File: src/rtl/apb_slave_regfile.sv
// APB completer backed by a DEPTH x DW register file, with programmable wait states
// and PSLVERR on out-of-range addresses. All outputs come straight from flops.
module apb_slave_regfile #(
  parameter int AW          = 8,
  parameter int DW          = 8,
  parameter int DEPTH       = 64,
  parameter int WAIT_CYCLES = 1
) (
  input  logic          pclk,
  input  logic          presetn,
  input  logic          psel,
  input  logic          penable,
  input  logic          pwrite,
  input  logic [AW-1:0] paddr,
  input  logic [DW-1:0] pwdata,
  output logic [DW-1:0] prdata,
  output logic          pready,
  output logic          pslverr,
  output logic [1:0]    dbg_state_o
);

  localparam int IW = (DEPTH > 1) ? $clog2(DEPTH) : 1;

  // Handshake: a transfer is a setup edge (psel=1, penable=0) followed by access
  // edges; it completes on the edge where pready=1 and psel=1, penable=1 are sampled.
  typedef enum logic [1:0] {
    ST_IDLE  = 2'd0,
    ST_WAIT  = 2'd1,
    ST_READY = 2'd2
  } state_t;

  state_t          state_q, state_d;
  logic [3:0]      cnt_q, cnt_d;
  logic [AW-1:0]   addr_q, addr_d;
  logic            write_q, write_d;
  logic [DW-1:0]   wdata_q, wdata_d;
  logic            err_q, err_d;
  logic            pready_q, pready_d;
  logic            pslverr_q, pslverr_d;
  logic [DW-1:0]   prdata_q, prdata_d;
  logic [DW-1:0]   mem_q [DEPTH];
  logic            mem_we;
  logic [31:0]     paddr_ext;
  logic            setup_err;

  assign paddr_ext = 32'(paddr);
  assign setup_err = (paddr_ext >= 32'(DEPTH));

  always_comb begin
    state_d   = state_q;
    cnt_d     = cnt_q;
    addr_d    = addr_q;
    write_d   = write_q;
    wdata_d   = wdata_q;
    err_d     = err_q;
    pready_d  = pready_q;
    pslverr_d = pslverr_q;
    prdata_d  = prdata_q;
    mem_we    = 1'b0;
    case (state_q)
      ST_IDLE: begin
        if (psel && !penable) begin
          addr_d  = paddr;
          write_d = pwrite;
          wdata_d = pwdata;
          err_d   = setup_err;
          cnt_d   = 4'(WAIT_CYCLES);
          if (WAIT_CYCLES > 0) begin
            state_d = ST_WAIT;
          end else begin
            state_d   = ST_READY;
            pready_d  = 1'b1;
            pslverr_d = setup_err;
            prdata_d  = (!pwrite && !setup_err) ? mem_q[paddr[IW-1:0]] : '0;
          end
        end
      end
      ST_WAIT: begin
        if (!psel) begin
          state_d   = ST_IDLE;
          pready_d  = 1'b0;
          pslverr_d = 1'b0;
          prdata_d  = '0;
        end else begin
          cnt_d = cnt_q - 4'd1;
          if (cnt_q == 4'd1) begin
            state_d   = ST_READY;
            pready_d  = 1'b1;
            pslverr_d = err_q;
            prdata_d  = (!write_q && !err_q) ? mem_q[addr_q[IW-1:0]] : '0;
          end
        end
      end
      ST_READY: begin
        // Either completion (psel & penable) or abort (psel dropped); only completion writes.
        if (!psel || penable) begin
          mem_we    = psel && write_q && !err_q;
          state_d   = ST_IDLE;
          pready_d  = 1'b0;
          pslverr_d = 1'b0;
          prdata_d  = '0;
        end
      end
      default: state_d = ST_IDLE;
    endcase
  end

  always_ff @(posedge pclk or negedge presetn) begin
    if (!presetn) begin
      state_q   <= ST_IDLE;
      cnt_q     <= 4'd0;
      addr_q    <= '0;
      write_q   <= 1'b0;
      wdata_q   <= '0;
      err_q     <= 1'b0;
      pready_q  <= 1'b0;
      pslverr_q <= 1'b0;
      prdata_q  <= '0;
    end else begin
      state_q   <= state_d;
      cnt_q     <= cnt_d;
      addr_q    <= addr_d;
      write_q   <= write_d;
      wdata_q   <= wdata_d;
      err_q     <= err_d;
      pready_q  <= pready_d;
      pslverr_q <= pslverr_d;
      prdata_q  <= prdata_d;
    end
  end

  always_ff @(posedge pclk or negedge presetn) begin
    if (!presetn) begin
      for (int i = 0; i < DEPTH; i++) mem_q[i] <= '0;
    end else if (mem_we) begin
      mem_q[addr_q[IW-1:0]] <= wdata_q;
    end
  end

  assign prdata      = prdata_q;
  assign pready      = pready_q;
  assign pslverr     = pslverr_q;
  assign dbg_state_o = state_q;

endmodule
File: config.mk
export PLATFORM = sky130hd
export DESIGN_NAME = apb_slave_regfile
export DESIGN_NICKNAME = d
export VERILOG_FILES = /design/src/rtl/apb_slave_regfile.sv
export SDC_FILE = /design/constraint.sdc
export NUM_CORES = 1
export LEC_CHECK = 0
export BUFFER_PORTS_ARGS = -buffer_cell sky130_fd_sc_hd__buf_2
export CAP_MARGIN = 20
export CELL_PAD_IN_SITES_DETAIL_PLACEMENT = 1
export CELL_PAD_IN_SITES_GLOBAL_PLACEMENT = 1
export CORE_MARGIN = 8
export CORE_UTILIZATION = 53
export DETAILED_ROUTE_END_ITERATION = 10
export GPL_TIMING_DRIVEN = 0
export PLACE_DENSITY_LB_ADDON = 0.2
export REMOVE_ABC_BUFFERS = 1
export SLEW_MARGIN = 15
export SYNTH_ARGS = -nofsm -noshare
export SYNTH_HDL_FRONTEND = slang
export SYNTH_SLANG_ARGS = --single-unit
File: constraint.sdc
create_clock -name pclk -period 2.6 [get_ports pclk]
set_input_delay 0.13 -clock pclk [delete_from_list [all_inputs] [get_ports pclk]]
set_output_delay 0.13 -clock pclk [all_outputs]
set_load 0.02 [all_outputs]
Word-level counts from Yosys, hierarchy flattened
Cells that the tools add are included.

Order comparisons: 3. Equal/unequal tests: 7. Multiplexer cells: 28. Reductions and logical operators: 17. Bitwise logic cells: 1. $add $sub $neg: 1.

Operator list (number): $bwmux 512 (1); $mux 8 (7); $bmux 8 s6 (1); $demux 8 s6 (1); $pmux 8 s2 (1); $reduce_and 3->1 (3); $ge 8x7->1 const B (1); $mux 2 (4); $mux 4 (2); $pmux 4 s2 (1); $ge 7x7->1 const B (1); $lt 7x1->1 const B (1); $mux 1 (7); $not 6->7 (1); $ne 2x2->1 const B (3); $pmux 2 s3 (1); $logic_and 1x1->1 (5); $eq 4x1->1 const B (1); $logic_not 1->1 (4); $pmux 1 s2 (2); $reduce_bool 2->1 (2); $sub 4x1->4 const B (1); $ne 3x3->1 const B (1); $eq 2x1->1 const B (1); other kinds (4) (4).

Flip-flop bits (word level): 544. Input bits: 21. Output and inout port bits: 12. Logic and storage cells: 130.

Logic depth before layout (Yosys ltp)
Word-level depth: 8. Gate-level depth with buffers: 10. Mapped depth without buffers: 7.

Worst setup path after synthesis
No wires, ideal clock.

Path kind: flip-flop to flip-flop. From: reg addr_q[3]. To: reg mem_q[192] (netlist name). Arrival: 1996 ps. Data required time: 2475 ps. Stages on the path, launching flop included: 8. Setup slack: 479 ps. Period minus slack after synthesis: 2121 ps. Setup time: 125 ps. Buffers on the path: 3. Cells stage by stage: dfrtp_1 buf_6 or3b_1 buf_6 or3_4 buf_12 nor2_8 mux2_4.

Longest elaborated chain between the ends: 6. Elaborated cells on any way between the ends: 7. Classes of those cells: order compare (2); mux (3); bitwise (1); reduce/logical (1).

RTL lines: start: declaration (RTL line 34) `logic [AW-1:0] addr_q, addr_d;`; start signal: assignment (RTL line 122) `addr_q <= addr_d;`; $not 6->7 (not written as such) (*) (RTL line 136) `mem_q[addr_q[IW-1:0]] <= wdata_q;`; $ge 7x7->1 (not written as such) or $lt 7x1->1 (tied branches) (RTL line 136); $logic_and 1x1->1 (not written as such) (RTL line 136); $mux 8 (not written as such) (RTL line 136); $demux 8 s6 (*) (RTL line 136); $bwmux 512 (*) (RTL line 136); end signal: indexed assignment (RTL line 136); end: declaration (RTL line 41) `logic [DW-1:0] mem_q [DEPTH];`.

Every way passes the cells marked *; elsewhere a longest branch is shown, timed or not. A chain may end at the register's enable or synchronous reset.

Worst setup path in the final report
From: reg addr_q[2]. To: reg prdata_q[3], in the netlist prdata[3].

Longest elaborated chain between the ends: 8.

RTL lines: $not 6->7 (not written as such) (RTL line 90) `prdata_d = (!write_q && !err_q) ? mem_q[addr_q[IW-1:0]] : '0;`; $bmux 8 s6 (RTL line 90); $mux 8 (not written as such) (2 in a row) (RTL line 90); $mux 8 (RTL line 90); $mux 8 (RTL line 86) `if (cnt_q == 4'd1) begin`; $mux 8 (RTL line 79) `if (!psel) begin`; $pmux 8 s2 (RTL line 60) `case (state_q)`; end signal: assignment (RTL line 128) `prdata_q <= prdata_d;`; end: declaration (RTL line 40) `logic [DW-1:0] prdata_q, prdata_d;`.

No other way between the ends. The select of a mux whose other input is x is not followed.

==> results.yml <==
floorplanning:
  design.core.area_mm2: 0.0475
  die_h_um: 235
  die_w_um: 235
  io_pins: 33
  fp-row-count: 80
  start_util_pct: 53.4
  dieArea_mm2: 0.0551
sta:
  period_needed_ns: 2.68
  layout_worst_path_cycle_share_pct: 103
  fin_ws_ns: -0.0829
  relSlewSlack_pct: 28.0
  max_freq_ghz: 0.373
  drv_slew: 0
  worst_pin_slew_ns: 1.07
  rsz0062_at_grt: "yes"
  finalSetupViolations: 66
  hold_violations: 0
  finClkSkew_ns: 0.0209
grt:
  grt_pass1_wl_um: 115000
  antenna_found_initial: 0
  overflow: 0
  grt_pass1_vias: 18200
  grt_use_total_pct: 26.5
  grt_max_degree: 107
power_and_ir_drop:
  p_int_mw: 15.3
  power_leakage_nw: 13.6
  ir_drop_mv: 0.516
  p_clk_share_pct: 34.1
  p_sw_mw: 8.28
  total_power_mw: 23.6
  power.density_mw_per_mm2: 808
  pwr-share-comb_pct: 23.6
  pwr-share-seq_pct: 42.3
  swShare_pct: 35.1
route:
  first_pass_iters: 5
  totalWireLength_um: 73500
  wl_per_cell_um: 28.8
  drc: 0
  drt_iter0_drc: 1180
  dr_total_vias: 16500
  via_per_inst: 6.44
  antenna_left: 0
critical_path:
  cp-startpoint: "addr_q[2]"
  crit_path_start_kind: "flip-flop"
  reg2reg_to: "prdata[3]"
  rrSetupSlack_ns: -0.08
  critical_path_required_ns: 3.07
  crit_fanout: 13
  criticalPathCategory: "reg -> reg"
  reg2reg_from: "addr_q[2]"
  worstRegToRegCells: 8
  end_kind: "flip-flop"
  critPathArrivalTime_ns: 3.16
layout:
  multi_input_area_mm2: 0.0115
  fillers: 4377
  fin_nets: 1923
  final_area_mm2: 0.0292
  register_area_mm2: 0.0136
  fin_util_pct: 61.4
  mostFrequentLayoutCells: "mux2_2 (554), dfrtp_1 (533), mux2i_1 (91)"
  final_common_cell: "mux2_2"
  drive_gt1_share_pct: 45.1
  syn2layout_area_growth_pct: 15.0
  antenna_cells: 0
logic_synthesis:
  synth_top_area_share_pct: 53.7
  synth.distinct_cells: 68
  async_flop_share_pct: 100
  synth_edf_count: 0
  synth.avg_cell_area_um2: 13.5
  syn_inst: 1874
  ys_ff_latch: 544
  yosys_warnings: 0
  netlist_area_mm2: 0.0254
  synth_area_leaders: "dfrtp_1 (54%), mux2_2 (25%), mux2i_1 (3.6%)"
  yosysTopAreaCell: "dfrtp_1"
  seq_area_frac_synth_pct: 53.7
  synthFlopType: "dfrtp_1"
status:
  violations: "setup timing"
  outcome: "finished, violations left"
cts:
  path_clk_slew_ns: 0.06
  cts_htree_levels: 2
  cts_sinks: 544
  cts_max_path_buffers: 3
  numCtsBuffers: 58
  clock_latency_ns: 0.63
  cts_tree: "done"
  cts_root_buffer: "clkbuf_16"
placement:
  port_buffers: 32
  place_congestion: 0.776
  placed_cell_area_mm2: 0.0262
  post-place-ws_ns: -0.846
  dpl.hpwl_um: 42200
min_path:
  hold_path_class: "in -> async"
run:
  cap_violations: 0
state kept, by name (all words and copies together), names as in the netlist:
register / count
mem_q: 512
prdata: 8
wdata_q: 8
addr_q: 6
cnt_q: 4
dbg_state_o: 2
err_q: 1
pready: 1
pslverr: 1
write_q: 1
cell families after synthesis:
logic type | share of synthesized area (%)
DFF | 53.7
AOI/OAI and AO/OA | 8.14
buffers and inverters | 2.63
adders and majority gates | 0.0986
muxes | 29.9
xor gates and xnor gates | 0.0345
and+or+nand+nor | 5.54
critical path, cell delays in order, from the launching register on:
cell and delay, ns:
dfrtp_4 0.45, buf_4 0.21, buf_4 0.22, buf_8 0.21, mux2_2 0.37, a221oi_1 0.30, o22ai_1 0.21, a2bb2oi_1 0.39
a32oi_1 0.17
cell usage after synthesis, drive strengths merged (7+ instances only):
master,count
a211oi,8
a21oi,41
a221o,7
a221oi,17
a22o,21
a22oi,71
a32oi,10
and3,7
buf,68
clkbuf,69
dfrtp,544
inv,8
mux2,562
mux2i,91
mux4,14
nand2,52
nand3,18
nand3b,17
nor2,82
o21ai,65
o22ai,23
o2bb2ai,9
routing by layer:
layer | GRT usage, % | vias to the layer above | routed length [um]
met5 | 0 | - | 0
met4 | 9.57 | 0 | 2570
met3 | 4.82 | 149 | 4020
met2 | 41.9 | 490 | 34800
met1 | 36.5 | 8847 | 32200
li1 | - | 6966 | -
how the worst max path moves through the flow:
stage | end | slack [ns] | cells past startpoint
floorplan | mem_q[456] | -4.93 | 3
global placement | mem_q[20] | -10.52 | 3
detailed placement | mem_q[302] | -0.85 | 5
CTS | mem_q[388] | -0.02 | 4
global route | prdata[3] | -0.13 | 8
finish | prdata[3] | -0.08 | 8
through the flow:
| stage | std cells | hold WS [ns] | TNS (ns) |
|---|---|---|---|
| after floorplan | 1737 | -0.166 | -2482.81 |
| after global placement | 2384 | 0.344 | - |
| after detailed placement | 2405 | 0.173 | -307.47 |
| after CTS | 2549 | 0.108 | -0.128 |
| after global routing | 2555 | 0.150 | -6.43 |
| final | 2555 | 0.0964 | -3.12 |
area by class of cell:
cell class | count | area share, %
tap | 615 | 2.64
clock buffer | 89 | 6.11
timing repair buffer | 102 | 4.53
sequential | 544 | 46.8
clock inverter | 11 | 0.210
multi-input combinational | 1185 | 39.6
inverter | 9 | 0.137
power by group through the flow:
stage,clock network [mW],logic (mW),registers [mW]
final,8.04,5.57,9.97
after global routing,8.50,5.78,10.0
after CTS,8.20,5.37,9.90
after detailed placement,0,4.24,10.3
after global placement,0,2.79,10.7
after floorplan,0,1.86,9.88
what timing repair did:
action                     CTS  global route
setup endpoints to repair  520           166
gates resized for setup     75            18
setup buffers               17             5
gates cloned                 5             1
hold buffers                22             0
hold endpoints to repair   107             0
pin swaps                    6            11
Note: power is estimated with default switching activity, not from simulation.
